File: config.mk
export PLATFORM = sky130hd
export DESIGN_NAME = uart_tx
export DESIGN_NICKNAME = d
export VERILOG_FILES = /design/src/rtl/uart_pkg.sv /design/src/rtl/uart_fifo.sv /design/src/rtl/uart_tx.sv
export SDC_FILE = /design/constraint.sdc
export NUM_CORES = 1
export LEC_CHECK = 0
export CORE_ASPECT_RATIO = 0.5
export CORE_MARGIN = 3
export CORE_UTILIZATION = 45
export CTS_CLUSTER_SIZE = 8
export DETAILED_ROUTE_END_ITERATION = 10
export GPL_ROUTABILITY_DRIVEN = 0
export SETUP_SLACK_MARGIN = 0.1
export SYNTH_ARGS = -nofsm -noshare
export SYNTH_HDL_FRONTEND = slang
export SYNTH_HIERARCHICAL = 1
export SYNTH_SLANG_ARGS = --single-unit
File: constraint.sdc
create_clock -name clk -period 3.7 [get_ports clk]
set_input_delay 0.74 -clock clk [delete_from_list [all_inputs] [get_ports clk]]
set_output_delay 0.74 -clock clk [all_outputs]
set_load 0.05 [all_outputs]
File: src/rtl/uart_pkg.sv
// Shared types and constants for the UART transmit path.
package uart_pkg;

  typedef enum logic [1:0] {
    IDLE  = 2'd0,
    START = 2'd1,
    DATA  = 2'd2,
    STOP  = 2'd3
  } tx_state_t;

  localparam int unsigned FRAME_BITS  = 10;
  localparam int unsigned DATA_BITS   = 8;
  // Index of the last data bit: frame length minus start and stop bits, minus one.
  localparam int unsigned DATA_LAST   = FRAME_BITS - 3;
  localparam int unsigned COUNT_W     = 16;
  localparam int unsigned LEVEL_OUT_W = 5;

  // Board-level debug word: {frames sent, last byte popped, 3'b0, FIFO level}.
  typedef struct packed {
    logic [COUNT_W-1:0]     count;
    logic [DATA_BITS-1:0]   last;
    logic [2:0]             rsvd;
    logic [LEVEL_OUT_W-1:0] level;
  } tx_check_t;

  function automatic tx_check_t pack_check(
    input logic [COUNT_W-1:0]     count,
    input logic [DATA_BITS-1:0]   last,
    input logic [LEVEL_OUT_W-1:0] level
  );
    tx_check_t c;
    c.count = count;
    c.last  = last;
    c.rsvd  = 3'b000;
    c.level = level;
    return c;
  endfunction

endpackage

File: src/rtl/uart_fifo.sv
// Small synchronous FIFO with registered level/full/empty and a show-ahead head.
module uart_fifo #(
  parameter int unsigned WIDTH = 8,
  parameter int unsigned DEPTH = 16
) (
  input  logic                     clk,
  input  logic                     rst_n,
  input  logic                     push,
  input  logic [WIDTH-1:0]         push_data,
  input  logic                     pop,
  output logic [WIDTH-1:0]         pop_data_c,
  output logic                     full,
  output logic                     empty,
  output logic [$clog2(DEPTH):0]   level
);

  localparam int unsigned AW = $clog2(DEPTH);
  localparam int unsigned LW = AW + 1;

  logic [WIDTH-1:0] mem [DEPTH];
  logic [AW-1:0]    wr_ptr;
  logic [AW-1:0]    rd_ptr;
  logic             do_push;
  logic             do_pop;
  logic [LW-1:0]    level_nxt;

  // Writes into a full FIFO and reads from an empty one are ignored.
  assign do_push = push && !full;
  assign do_pop  = pop && !empty;

  // Head of queue is visible before the pop so the consumer can latch it on the pop edge.
  assign pop_data_c = mem[rd_ptr];

  // Occupancy after this cycle's push/pop; simultaneous push and pop leave it unchanged.
  always_comb begin
    level_nxt = level;
    case ({do_push, do_pop})
      2'b10:   level_nxt = level + LW'(1);
      2'b01:   level_nxt = level - LW'(1);
      default: level_nxt = level;
    endcase
  end

  // Pointers and occupancy flags; pointers wrap naturally because DEPTH is a power of two.
  always_ff @(posedge clk or negedge rst_n) begin
    if (!rst_n) begin
      wr_ptr <= '0;
      rd_ptr <= '0;
      level  <= '0;
      full   <= 1'b0;
      empty  <= 1'b1;
    end else begin
      if (do_push) wr_ptr <= wr_ptr + AW'(1);
      if (do_pop)  rd_ptr <= rd_ptr + AW'(1);
      level <= level_nxt;
      full  <= (level_nxt == LW'(DEPTH));
      empty <= (level_nxt == '0);
    end
  end

  // Storage array; contents need no reset because the pointers define validity.
  always_ff @(posedge clk) begin
    if (do_push) mem[wr_ptr] <= push_data;
  end

endmodule

File: src/rtl/uart_tx.sv
// Memory-mapped 8N1 serial transmitter with a byte FIFO and debug check word.
module uart_tx
  import uart_pkg::*;
#(
  parameter int unsigned CLKS_PER_BIT = 868,
  parameter int unsigned FIFO_DEPTH   = 16
) (
  input  logic        clk,
  input  logic        reset,
  input  logic        wr_en,
  input  logic [7:0]  wr_data,
  output logic        full,
  output logic        empty,
  output logic        busy,
  output logic        tx,
  output logic        overflow,
  output logic [31:0] tx_check
);

  localparam int unsigned CNT_W = (CLKS_PER_BIT > 1) ? $clog2(CLKS_PER_BIT) : 1;
  localparam int unsigned IDX_W = $clog2(DATA_BITS);
  localparam int unsigned LVL_W = $clog2(FIFO_DEPTH) + 1;
  localparam logic [CNT_W-1:0] CNT_LAST = CNT_W'(CLKS_PER_BIT - 1);
  localparam logic [IDX_W-1:0] IDX_LAST = IDX_W'(DATA_LAST);

  tx_state_t            state;
  logic [CNT_W-1:0]     baud_cnt;
  logic [IDX_W-1:0]     bit_idx;
  logic [DATA_BITS-1:0] shift;
  logic [COUNT_W-1:0]   tx_count;
  logic [DATA_BITS-1:0] tx_last;
  logic [LVL_W-1:0]     level;
  logic [DATA_BITS-1:0] head_c;
  logic                 pop_c;
  logic                 bit_done_c;

  // A new frame starts whenever the line is idle and a byte is waiting.
  assign pop_c      = (state == IDLE) && !empty;
  assign bit_done_c = (baud_cnt == CNT_LAST);

  uart_fifo #(
    .WIDTH (DATA_BITS),
    .DEPTH (FIFO_DEPTH)
  ) u_fifo (
    .clk        (clk),
    .rst_n      (reset),
    .push       (wr_en),
    .push_data  (wr_data),
    .pop        (pop_c),
    .pop_data_c (head_c),
    .full       (full),
    .empty      (empty),
    .level      (level)
  );

  // Frame sequencer: tx and busy are registered from the current state, one cycle behind it.
  always_ff @(posedge clk or negedge reset) begin
    if (!reset) begin
      state    <= IDLE;
      baud_cnt <= '0;
      bit_idx  <= '0;
      shift    <= '0;
      tx       <= 1'b1;
      busy     <= 1'b0;
      tx_count <= '0;
      tx_last  <= '0;
    end else begin
      busy <= (state != IDLE);
      case (state)
        IDLE: begin
          tx       <= 1'b1;
          baud_cnt <= '0;
          bit_idx  <= '0;
          if (pop_c) begin
            shift   <= head_c;
            tx_last <= head_c;
            state   <= START;
          end
        end
        START: begin
          tx <= 1'b0;
          if (bit_done_c) begin
            baud_cnt <= '0;
            bit_idx  <= '0;
            state    <= DATA;
          end else begin
            baud_cnt <= baud_cnt + CNT_W'(1);
          end
        end
        DATA: begin
          tx <= shift[bit_idx];
          if (bit_done_c) begin
            baud_cnt <= '0;
            if (bit_idx == IDX_LAST) begin
              state <= STOP;
            end else begin
              bit_idx <= bit_idx + IDX_W'(1);
            end
          end else begin
            baud_cnt <= baud_cnt + CNT_W'(1);
          end
        end
        STOP: begin
          tx <= 1'b1;
          if (bit_done_c) begin
            baud_cnt <= '0;
            tx_count <= tx_count + COUNT_W'(1);
            state    <= IDLE;
          end else begin
            baud_cnt <= baud_cnt + CNT_W'(1);
          end
        end
        default: begin
          tx       <= 1'b1;
          baud_cnt <= '0;
          state    <= IDLE;
        end
      endcase
    end
  end

  // Sticky record of any write dropped because the FIFO was full.
  always_ff @(posedge clk or negedge reset) begin
    if (!reset) begin
      overflow <= 1'b0;
    end else if (wr_en && full) begin
      overflow <= 1'b1;
    end
  end

  assign tx_check = pack_check(tx_count, tx_last, LEVEL_OUT_W'(level));

endmodule

==> summary.md <==
| Metric | Value |
|---|---|
| Post-CTS Setup Bufs | 0 |
| Clock-pin slew on the worst setup and hold paths | 70 ps |
| Yosys top cell area share | 48.3% |
| IR Drop Worst-Case VDD | 0.000292 V |
| Comb pwr share | 14.3% |
| Post-Syn Area | 0.00796 mm^2 |
| CTS Hold Bufs | 0 |
| Fin. max-slew vios | 0 |
| Post-DP HPWL | 9970 um |
| Area delta synth->final | 17.8% |
| Post-route ant nets | 0 |
| Via Count | 4,144 |
| GRT Total Usage | 16.7% |
| Residual DRC count | 0 |
| Post-CTS sizing | 0 |
| Post-synth ARST share | 30.8% |
| Yosys cell types | 58 |
| Worst setup SP type | register |
| CTS tree | yes |
| Post-synth top flop | edfxtp_1 |
| Rows | 33 |
| Top post-synthesis cells by area | edfxtp_1 48%, dfrtp_1 17%, mux4_1 9.9%, mux4_2 3.4%, ha_1 2.7% |
| CTS max path bufs | 2 |
| Worst Hold Class | in -> async |
| # port buffers | 44 |
| Setup CP Type | reg -> reg |
| Yosys warns | 6 |
| Status | completed |
| Fmax | 0.327 GHz |
| Yosys reg bits | 185 |
| Total wire length | 15,100 um |
| Routed WL per cell | 19.8 um |
| DRT iter0 DRCs | 274 |
| Layout Nets | 553 |
| FF/Latch Area | 0.00527 mm^2 |
| Clock power share | 36.0% |
| Worst EP required | 4030 ps |
| Grt ovf | 0 |
| Fillers | 1,336 |
| N_diodes | 0 |
| Top-level port count | 48 |
| Crit. End Element | register |
| Top cell type by total area after synthesis | edfxtp_1 |
| Fraction of layout cells with a size suffix above 1 | 18.4% |
| H-Tree Depth | 4 |
| Setup TNS | 0 ps |
| Vias/cell | 5.42 |
| Initial antenna violation count | 0 |
| Top post-synthesis cells by count | 128 x edfxtp_1, 55 x dfrtp_1, 30 x mux4_1 |
| Chip Height | 100 um |
| Number of global-route vias before repair | 4,205 |
| Seq pwr share | 49.7% |
| CTS sink cnt | 185 |
| Die X | 194 um |
| Die footprint | 0.0194 mm^2 |
| Post-synthesis average cell area | 17.5 um^2 |
| Syn Inst Count | 454 |
| Post-route minimum period | 3050 ps |
| RSZ-0062 raised after global routing | false |
| Largest net degree at the start of global routing | 46 |
| Post-route worst setup slack | 646 ps |
| Sw Share | 27.2% |
| Slew @ Worst Pin | 1010 ps |
| Critical Path AT | 3380 ps |
| Post-route insts no fill | 765 |
| DP Cell Count | 733 |
| Pwr dens | 547 mW/mm^2 |
| Core area | 0.0168 mm^2 |
| Multi-input gate area | 0.00253 mm^2 |
| Setup Skew | 9.32 ps |
| Psw | 0.00139 W |
| Clk root buf | clkbuf_16 |
| Fin crit share | 82.5% |
| Pre-CTS WS | 424 ps |
| Standby leakage power | 3.48 nW |
| Number of synthesized flops with an enable pin | 128 |
| Max-cap violations | 0 |
| Rel. slew slack | 32.9% |
| DR pass1 iterations | 4 |
| Final hold vios | 0 |
| Inserted Clock Buffers | 17 |
| First-pass GRT wire length | 24,300 um |
| Sequential fraction of the synthesis area | 66.2% |
| Most common cell in the netlist | edfxtp_1 |
| Crit path max fanout | 6 |
| Setup-failing EPs final | 0 |
| Initial Utilization | 47.2% |
| Clk Latency, worst-skew pair | 420 ps |
| Cell Int Power | 0.00374 W |
==> power by group through the flow <==
stage | Sequential (W) | Combinational [W] | Clock (W)
after floorplan | 0.00266 | 0.000376 | 0
after global placement | 0.00259 | 0.000734 | 0
after detailed placement | 0.00259 | 0.000746 | 0
after CTS | 0.00255 | 0.000749 | 0.00190
after global routing | 0.00257 | 0.000800 | 0.00198
final | 0.00255 | 0.000735 | 0.00185
==> stage by stage <==
step	area [um^2]	power (W)	hold WS (ps)	utilization [%]
after floorplan	7970	0.00303	444	-
after detailed placement	8760	0.00334	456	52.0
after global placement	8760	0.00332	443	52.0
final	9370	0.00513	469	55.6
after CTS	9370	0.00520	471	55.6
after global routing	9370	0.00535	479	55.6
==> final timing paths <==
kind | start | endpoint | slack (ps) | depth (start not counted)
worst max-delay path | state[0]$_DFFE_PN0P_ | u_fifo/full$_DFF_PN0_ | 650 | 13
min in group clk | tx_count[15]$_DFFE_PN0P_ | tx_count[15]$_DFFE_PN0P_ | 470 | 1
worst max register to register | state[0]$_DFFE_PN0P_ | u_fifo/full$_DFF_PN0_ | 650 | 13
worst min register to register | tx_count[15]$_DFFE_PN0P_ | tx_count[15]$_DFFE_PN0P_ | 470 | 1
worst min-delay path | reset | tx_count[3]$_DFFE_PN0P_ | 470 | 1
max in group asynchronous | reset | tx_last[0]$_DFFE_PN0P_ | 2440 | 2
==> worst max-delay path, cell delays in order (launching register included) <==
cell	delay [ps]
dfrtp_1	400
inv_1	130
ha_1	230
inv_1	70
nor2_1	180
nor2b_1	160
buf_4	160
ha_1	180
xor2_1	150
ha_1	240
o21ai_0	90
a221o_1	310
or3_1	390
a211oi_1	260
==> sequential cells by signal, summed over array words and instances (netlist names), 2 cells and up <==
name           count
baud_cnt          10
tx_last            8
u_fifo/wr_ptr      4
u_fifo/rd_ptr      4
state              2
u_fifo/mem       128
u_fifo/level       5
tx_count          16
bit_idx            3
==> final cells by class <==
type | instances | area share [%]
clock buffers | 17 | 4.54
clock inverters | 15 | 1.99
inverters | 10 | 0.400
multi-input cells | 240 | 27.0
flip-flops and latches | 185 | 56.3
well taps | 227 | 3.03
repair buffers | 71 | 6.81
==> kinds of logic (layout without fill, tap and decap cells) <==
group,Yosys count,after routing,share of synthesized area (%)
compound gates,25,25,2.23
buf+inv,31,113,2.08
fa+ha+maj,17,17,2.67
mux,59,59,15.7
simple gates,104,104,7.42
xor+xnor,32,32,3.62
flops,185,185,66.2
other cells,1,3,0.0471
==> placed cells by master, fill, tap and decap left out, types with 5 or more instances in the layout <==
cell / instances
mux2_2: 16
mux4_2: 12
nor2b_1: 5
nor2_1: 29
xnor2_1: 24
buf_4: 27
nand4_1: 8
mux4_1: 30
dfrtp_1: 55
o21ai_0: 5
clkdlybuf4s50_1: 43
clkbuf_16: 17
nand2_1: 14
edfxtp_1: 128
nand3_1: 12
xor2_1: 7
inv_1: 10
ha_1: 17
nor3_1: 7
==> per-layer routing <==
layer	track usage, %	vias to the layer above	wire (um)
li1	-	1922	-
met1	24.3	2098	7010
met2	26.3	108	6900
met3	3.15	16	1040
met4	4.30	0	174
met5	0	-	0
Note: power is estimated with default switching activity, not from simulation.
